[src/rtl/seg_bcd_ctrl_if.sv]
// Request handshake and display-peripheral bus bundled for seg_bcd_ctrl.
// The controller connects through the slave modport; the requester/peripheral side uses master.
interface seg_bcd_ctrl_if;
  logic        req_valid;
  logic [31:0] req_data;
  logic        req_ready;
  logic        busy;
  logic        ovf;
  logic        err;
  logic        seg_cs_n;
  logic        seg_rw;
  logic [31:0] seg_mosi;
  logic [31:0] seg_miso;

  modport slave (
    input  req_valid, req_data, seg_miso,
    output req_ready, busy, ovf, err, seg_cs_n, seg_rw, seg_mosi
  );

  modport master (
    output req_valid, req_data, seg_miso,
    input  req_ready, busy, ovf, err, seg_cs_n, seg_rw, seg_mosi
  );
endinterface

[src/rtl/seg_bcd_ctrl.sv]
// seg_bcd_ctrl: binary-to-BCD display controller.
// Accepts a 32-bit binary value, converts it with a serial double-dabble (one bit per cycle),
// then writes the packed 8-digit BCD result to the display peripheral in a one-cycle WRITE.
// Values above MAX_BIN are not converted; SAT_BCD is written instead and ovf is raised.
// Optional macro SEG_READBACK_EN adds a READ cycle and a CHECK cycle that compares seg_miso
// against the written result and sets the sticky err flag on mismatch.
module seg_bcd_ctrl #(
  parameter int unsigned MAX_BIN = 99_999_999,
  parameter logic [31:0] SAT_BCD = 32'h9999_9999
) (
  input logic          sck,
  input logic          rst,
  seg_bcd_ctrl_if.slave bus
);

  typedef enum logic [2:0] {
    StIdle  = 3'd0,
    StConv  = 3'd1,
    StWrite = 3'd2,
    StRead  = 3'd3,
    StCheck = 3'd4
  } state_e;

  state_e      state_q, state_d;
  logic [31:0] bin_q;     // remaining binary bits, consumed MSB first
  logic [31:0] bcd_q;     // double-dabble working register
  logic [31:0] result_q;  // last completed result, drives seg_mosi
  logic [4:0]  cnt_q;     // CONV bit counter
  logic        ovf_q;
  logic        err_q;
  logic        accept;
  logic        over_max;
  logic [31:0] bcd_adj;
  logic [31:0] bcd_shift;

  assign accept   = (state_q == StIdle) && bus.req_valid;
  assign over_max = (bus.req_data > MAX_BIN);

  // Add 3 to every digit >= 5, then shift in the next binary bit.
  always_comb begin
    bcd_adj = bcd_q;
    for (int i = 0; i < 8; i++) begin
      if (bcd_q[i*4 +: 4] >= 4'd5) begin
        bcd_adj[i*4 +: 4] = bcd_q[i*4 +: 4] + 4'd3;
      end
    end
    bcd_shift = {bcd_adj[30:0], bin_q[31]};
  end

  // State register.
  always_ff @(posedge sck or posedge rst) begin
    if (rst) begin
      state_q <= StIdle;
    end else begin
      state_q <= state_d;
    end
  end

  // Next-state logic.
  always_comb begin
    state_d = state_q;
    case (state_q)
      StIdle: begin
        if (bus.req_valid) begin
          state_d = over_max ? StWrite : StConv;
        end
      end
      StConv: begin
        if (cnt_q == 5'd31) begin
          state_d = StWrite;
        end
      end
`ifdef SEG_READBACK_EN
      StWrite: state_d = StRead;
      StRead:  state_d = StCheck;
      StCheck: state_d = StIdle;
`else
      StWrite: state_d = StIdle;
`endif
      default: state_d = StIdle;
    endcase
  end

  // Request latch, serial conversion and result capture.
  always_ff @(posedge sck or posedge rst) begin
    if (rst) begin
      bin_q    <= '0;
      bcd_q    <= '0;
      result_q <= '0;
      cnt_q    <= '0;
      ovf_q    <= 1'b0;
    end else begin
      if (accept) begin
        if (over_max) begin
          ovf_q    <= 1'b1;
          result_q <= SAT_BCD;
        end else begin
          ovf_q <= 1'b0;
          bin_q <= bus.req_data;
          bcd_q <= '0;
          cnt_q <= '0;
        end
      end else if (state_q == StConv) begin
        bcd_q <= bcd_shift;
        bin_q <= {bin_q[30:0], 1'b0};
        cnt_q <= cnt_q + 5'd1;
        if (cnt_q == 5'd31) begin
          result_q <= bcd_shift;
        end
      end
    end
  end

`ifdef SEG_READBACK_EN
  // Sticky readback mismatch flag, cleared only by reset.
  always_ff @(posedge sck or posedge rst) begin
    if (rst) begin
      err_q <= 1'b0;
    end else if ((state_q == StCheck) && (bus.seg_miso != result_q)) begin
      err_q <= 1'b1;
    end
  end
`else
  logic unused_miso;
  assign unused_miso = ^bus.seg_miso;
  assign err_q       = 1'b0;
`endif

  // Bus outputs decode directly from state so reset takes effect without a clock.
  assign bus.req_ready = (state_q == StIdle);
  assign bus.busy      = (state_q != StIdle);
  assign bus.ovf       = ovf_q;
  assign bus.err       = err_q;
  assign bus.seg_cs_n  = !((state_q == StWrite) || (state_q == StRead));
  assign bus.seg_rw    = (state_q == StWrite);
  assign bus.seg_mosi  = result_q;

endmodule

[src/flat_wrapper.sv]
// flat-port wrapper written by rule: the top's interface ports become plain ports
module seg_bcd_ctrl_flat 
#(
  parameter int unsigned MAX_BIN = 99_999_999,
  parameter logic [31:0] SAT_BCD = 32'h9999_9999
)
  (sck, rst, bus_req_valid, bus_req_data, bus_seg_miso, bus_req_ready, bus_busy, bus_ovf, bus_err, bus_seg_cs_n, bus_seg_rw, bus_seg_mosi);
  seg_bcd_ctrl_if bus_i ();
  input logic sck;
  input logic rst;
  input wire logic [$bits(bus_i.req_valid)-1:0] bus_req_valid;
  input wire logic [$bits(bus_i.req_data)-1:0] bus_req_data;
  input wire logic [$bits(bus_i.seg_miso)-1:0] bus_seg_miso;
  output wire logic [$bits(bus_i.req_ready)-1:0] bus_req_ready;
  output wire logic [$bits(bus_i.busy)-1:0] bus_busy;
  output wire logic [$bits(bus_i.ovf)-1:0] bus_ovf;
  output wire logic [$bits(bus_i.err)-1:0] bus_err;
  output wire logic [$bits(bus_i.seg_cs_n)-1:0] bus_seg_cs_n;
  output wire logic [$bits(bus_i.seg_rw)-1:0] bus_seg_rw;
  output wire logic [$bits(bus_i.seg_mosi)-1:0] bus_seg_mosi;
  assign bus_i.req_valid = bus_req_valid;
  assign bus_i.req_data = bus_req_data;
  assign bus_i.seg_miso = bus_seg_miso;
  assign bus_req_ready = bus_i.req_ready;
  assign bus_busy = bus_i.busy;
  assign bus_ovf = bus_i.ovf;
  assign bus_err = bus_i.err;
  assign bus_seg_cs_n = bus_i.seg_cs_n;
  assign bus_seg_rw = bus_i.seg_rw;
  assign bus_seg_mosi = bus_i.seg_mosi;
  seg_bcd_ctrl #(.MAX_BIN(MAX_BIN), .SAT_BCD(SAT_BCD)) u_core (.sck(sck), .rst(rst), .bus(bus_i));
endmodule
[config.mk]
export PLATFORM = sky130hd
export DESIGN_NAME = seg_bcd_ctrl_flat
export DESIGN_NICKNAME = d
export VERILOG_FILES = /design/src/rtl/seg_bcd_ctrl_if.sv /design/src/rtl/seg_bcd_ctrl.sv /design/src/flat_wrapper.sv
export SDC_FILE = /design/constraint.sdc
export NUM_CORES = 1
export LEC_CHECK = 0
export ABC_AREA = 1
export CAP_MARGIN = 20
export CORE_MARGIN = 8
export CORE_UTILIZATION = 35
export CTS_BUF_LIST = sky130_fd_sc_hd__clkbuf_8
export DETAILED_ROUTE_END_ITERATION = 6
export GPL_ROUTABILITY_DRIVEN = 0
export HOLD_SLACK_MARGIN = 0.08
export SLEW_MARGIN = 20
export SYNTH_ARGS = -nofsm -noshare
export SYNTH_HDL_FRONTEND = slang
export SYNTH_SLANG_ARGS = --single-unit
[constraint.sdc]
create_clock -name sck -period 5.7 [get_ports sck]
set_clock_uncertainty 0.2 [all_clocks]
set_input_delay 1.71 -clock sck [delete_from_list [all_inputs] [get_ports sck]]
set_output_delay 1.71 -clock sck [all_outputs]
set_load 0.02 [all_outputs]
# Word level (Yosys, flattened, before mapping)
# Cells that the tools add are included.
# totals
reg_bits,105
inputBits,67
output_inout_bits,38
word_cells,68
# classes
add_sub_neg,9
magnitude_cmp,9
eq_ne,8
n_mux,26
reduce_logical,10
# ops
operator,count
2-to-1 mux 32 bit,10
greater-or-equal comparator 4 x 3 -> 1 bit (second input constant),8
greater-than comparator 32 x 27 -> 1 bit (second input constant),1
adder 4 x 2 -> 4 bit (second input constant),7
2-to-1 mux 4 bit,7
2-to-1 mux 5 bit,3
2-to-1 mux 3 bit,3
equality test 3 x 2 -> 1 bit (second input constant),2
!= test 2 bit (second input constant),3
case mux 3 bit (2 select lines),1
adder 5 x 1 -> 5 bit (second input constant),1
equality test 5 bit (second input constant),1
AND reduction 2 bit,2
nonzero test 2 bit,2
adder 3 x 2 -> 3 bit (second input constant),1
equality test 3 x 1 -> 1 bit (second input constant),1
logical NOT 3 bit,1
AND reduction 3 bit,1
nonzero test 3 bit,1
2-to-1 mux 2 bit,1
!= test 2 x 1 -> 1 bit (second input constant),1
logical AND 1 bit,1
logical NOT 1 bit,1
logical OR 1 bit,1
2-to-1 mux 1 bit,1

# Longest topological paths before layout
# logic_depth
word_depth,5
depth_mapped,12
depth_no_buf,10

# Worst setup path after synthesis
# No wires, ideal clock.
# synth_timing
kind,input -> register
start,input port bus_req_data[31]
end,register u_core.bcd_q[17]
t_arrival_ns,2.685
required_time_ns,5.383
path_slack_ns,2.698
path_stages,12
path_buffers,2
path_cell_list,inv_2 > nand2_1 > nor2_2 > inv_1 > nor2_1 > nand3_1 > nand3_2 > nand2_1 > buf_4 > buf_6 > nand2_1 > nand2_1
# synth_via
elab_chain_len,3
# synth_lines
item,line,source
from (decl),flat_wrapper.sv:12,input wire logic [$bits(bus_i.req_data)-1:0] bus_req_data;
greater-than comparator 32 x 27 -> 1 bit,seg_bcd_ctrl.sv:37,assign over_max = (bus.req_data > MAX_BIN);
!= test 2 bit (no line),-,
AND reduction 2 bit (no line),-,
to (signal assigned),seg_bcd_ctrl.sv:104,bcd_q <= bcd_shift;
to (decl),seg_bcd_ctrl.sv:26,logic [31:0] bcd_q;
# Every way passes these cells.
# A chain may end at the register's enable or synchronous reset.

# Final worst setup path
# layout_timing
start,input port bus_req_data[26]
end,register u_core.result_q[6] (netlist: u_core.bus.seg_mosi[6])
# layout_via
elab_chain_len,3
# layout_lines
item,line,source
greater-than comparator 32 x 27 -> 1 bit,seg_bcd_ctrl.sv:37,
!= test 2 bit (no line),-,
AND reduction 3 bit (no line),-,
to (signal assigned),seg_bcd_ctrl.sv:108,result_q <= bcd_shift;
to (decl),seg_bcd_ctrl.sv:27,logic [31:0] result_q;
# Every way passes these cells.

==> flow_metrics.env <==
export IMPL_cp_start_kind="input pin"
export IMPL_max_slew_margin_pct=42.7
export IMPL_post_route_period_util_pct=71.1
export IMPL_syn_to_final_growth_pct=18.3
export IMPL_yosysUniqueCellTypes=25
export IMPL_ys_top_cells_by_area="dfrtp_1 46%, nand2_1 21%, nand3_1 10%"
export IMPL_fp_dieW_um=143
export IMPL_netlist_instances=774
export IMPL_vias=4863
export IMPL_grtUsageTotal_pct=14.1
export IMPL_drc=0
export IMPL_reg2reg_depth=8
export IMPL_yosys_warnings=0
export IMPL_grt_pass1_vias=4952
export IMPL_die_area_mm2=0.0206
export IMPL_cts_buffers=9
export IMPL_worst_ep_required_time_ps=5820
export IMPL_firstDrtPassIters=4
export IMPL_fin_crit_ps=4050
export IMPL_core_area_mm2=0.0159
export IMPL_drive_above_1_share_pct=5.07
export IMPL_yosys_area_top_type="dfrtp_1"
export IMPL_die_h_um=143
export IMPL_routed_wl_mm=13.3
export IMPL_synthArstFlopShare_pct=100
export IMPL_outcome="finished, final reports clean"
export IMPL_cts_tree="yes"
export IMPL_dpl_worst_slack_ps=1230
export IMPL_hold_violations=0
export IMPL_ys_ff_latch=104
export IMPL_crit_type="in -> reg"
export IMPL_num_rows=46
export IMPL_clk_root_buffer_cell="clkbuf_8"
export IMPL_power_uw=2960
export IMPL_post_cts_setup_buffers=0
export IMPL_place_port_buffers=71
export IMPL_cts_hold_buffers=0
export IMPL_synthFlopType="dfrtp_1"
export IMPL_avgRoutedWirePerCell_um=12.8
export IMPL_fmax_mhz=247
export IMPL_postCtsResizedCells=0
export IMPL_min_path_cells=2
export IMPL_drtIter0Drc=235
export IMPL_p_leak_uw=0.00350
export IMPL_viasPerCell=4.66
export IMPL_nets=909
export IMPL_synth_most_common_cell="nand2_1"
export IMPL_fin_ws_ps=1650
export IMPL_cts_clk_slew_worst_paths_ps=90
export IMPL_crit_path_max_fanout=56
export IMPL_setup_viol=0
export IMPL_antenna_cells=0
export IMPL_cp_arrival_ps=4170
export IMPL_grt_overflow=0
export IMPL_final_max_slew_violation_count=0
export IMPL_syn_nets=859
export IMPL_synth_commonest_cells="319 x nand2_1, 114 x nand3_1, 104 x dfrtp_1, 56 x inv_1, 37 x o21ai_0"
export IMPL_antenna_left=0
export IMPL_rsz0062_at_grt="false"
export IMPL_critPathCaptureType="flop"
export IMPL_synth_area_mm2=0.00568
export IMPL_maxCapViolations=0
export IMPL_start_util_pct=35.7
export IMPL_grt_max_degree=71
export IMPL_avgSynthCellArea_um2=7.33
export IMPL_powerDensity_mw_per_mm2=441
export IMPL_grt_pass1_wl_mm=23.6
export IMPL_synth_top_area_share_pct=45.8
export IMPL_cts_buffer_depth=2
export IMPL_dp_hpwl_mm=8.46
export IMPL_clkSinkCount=104
export IMPL_htreeDepth=3
export IMPL_clk_latency_ps=380
export IMPL_tns_ps=0
export IMPL_tightest_slew_ps=857
export IMPL_synth_edf_count=0
export IMPL_yosysSeqAreaShare_pct=45.8
export IMPL_grt_antenna_before_repair=0
export IMPL_min_path_type="reg -> reg"
export IMPL_io_pins=105
export IMPL_peakVddDrop_mv=0.144
## kinds of logic (layout without fill, tap and decap cells)
kind of cell / Yosys count / after routing / synth area share (%)
flops: 104 / 104 / 45.8
buf+inv: 102 / 156 / 8.02
compound gates: 55 / 55 / 5.07
xor+xnor: 8 / 8 / 1.23
fa+ha+maj: 18 / 18 / 3.97
other cells: 1 / 1 / 0.0661
simple gates: 486 / 486 / 35.8
## metal layers
metal	track usage [%]	routed length [µm]	vias to the layer above
met3	3.58	600	8
li1	-	-	2534
met4	3.21	119	0
met1	18.2	6610	2235
met2	23.3	6000	86
met5	0	0	-
## final cells by class
cell class / count / area, µm²
clock buffer: 10 / 138
tap: 216 / 270
timing repair buffer: 81 / 798
multi-input combinational: 568 / 2630
fill: 1683 / 9170
sequential: 104 / 2600
clock inverter: 5 / 50.0
inverter: 60 / 228
## worst max-delay path, stage by stage
cell and delay (ps):
clkdlybuf4s50_1 530, nand2_1 60, nor2_1 140, nand2_1 70, nor2_1 80, nand3_1 130
nand3_4 100, buf_4 450, buf_4 590, nand3_1 160, nand2_1 100
## per-stage QoR
step | hold slack (ps) | std cells | utilization [%] | cell area [µm²]
after detailed placement | 258 | 1029 | 41.1 | 6530
after CTS | 282 | 1044 | 42.3 | 6720
after floorplan | 264 | 774 | - | 5680
after global routing | 306 | 1044 | 42.3 | 6720
after global placement | 254 | 1029 | 41.1 | 6530
final | 275 | 1044 | 42.3 | 6720
## cells in the final DEF, fill, tap and decap left out, types with 5 or more instances in the layout
cell type and instances:
nor2_1 30, clkbuf_8 10, xor2_1 7, dfrtp_1 104
nand2_1 318, nand3_1 114, o21a_1 5, ha_1 18
clkdlybuf4s50_1 71, nand4_1 5, buf_4 9, a21oi_1 13
o21ai_0 37, or2_2 9, inv_1 57
## final timing paths
kind                                         startpoint  slack, ps                      end
worst max-delay path                   bus_req_data[26]       1650   u_core.bus.seg_mosi[6]
max in group asynchronous                           rst       2880  u_core.bus.seg_mosi[31]
worst min register to register  u_core.bus.seg_mosi[15]        280  u_core.bus.seg_mosi[15]
worst max register to register        u_core.state_q[0]       2950          u_core.bcd_q[9]
worst min-delay path            u_core.bus.seg_mosi[15]        280  u_core.bus.seg_mosi[15]
min in group asynchronous                           rst       1620         u_core.bin_q[20]
## power breakdown
part | internal, µW | switching, µW
Clock | 209 | 254
Combinational | 561 | 734
Sequential | 1010 | 193
## sequential cells by signal, summed over array words and instances, names as in the netlist
name / count
u_core.bcd_q: 32
u_core.state_q: 2
u_core.bin_q: 32
u_core.cnt_q: 5
u_core.bus.ovf: 1
u_core.bus.seg_mosi: 32
(Power assumes the default switching activity.)
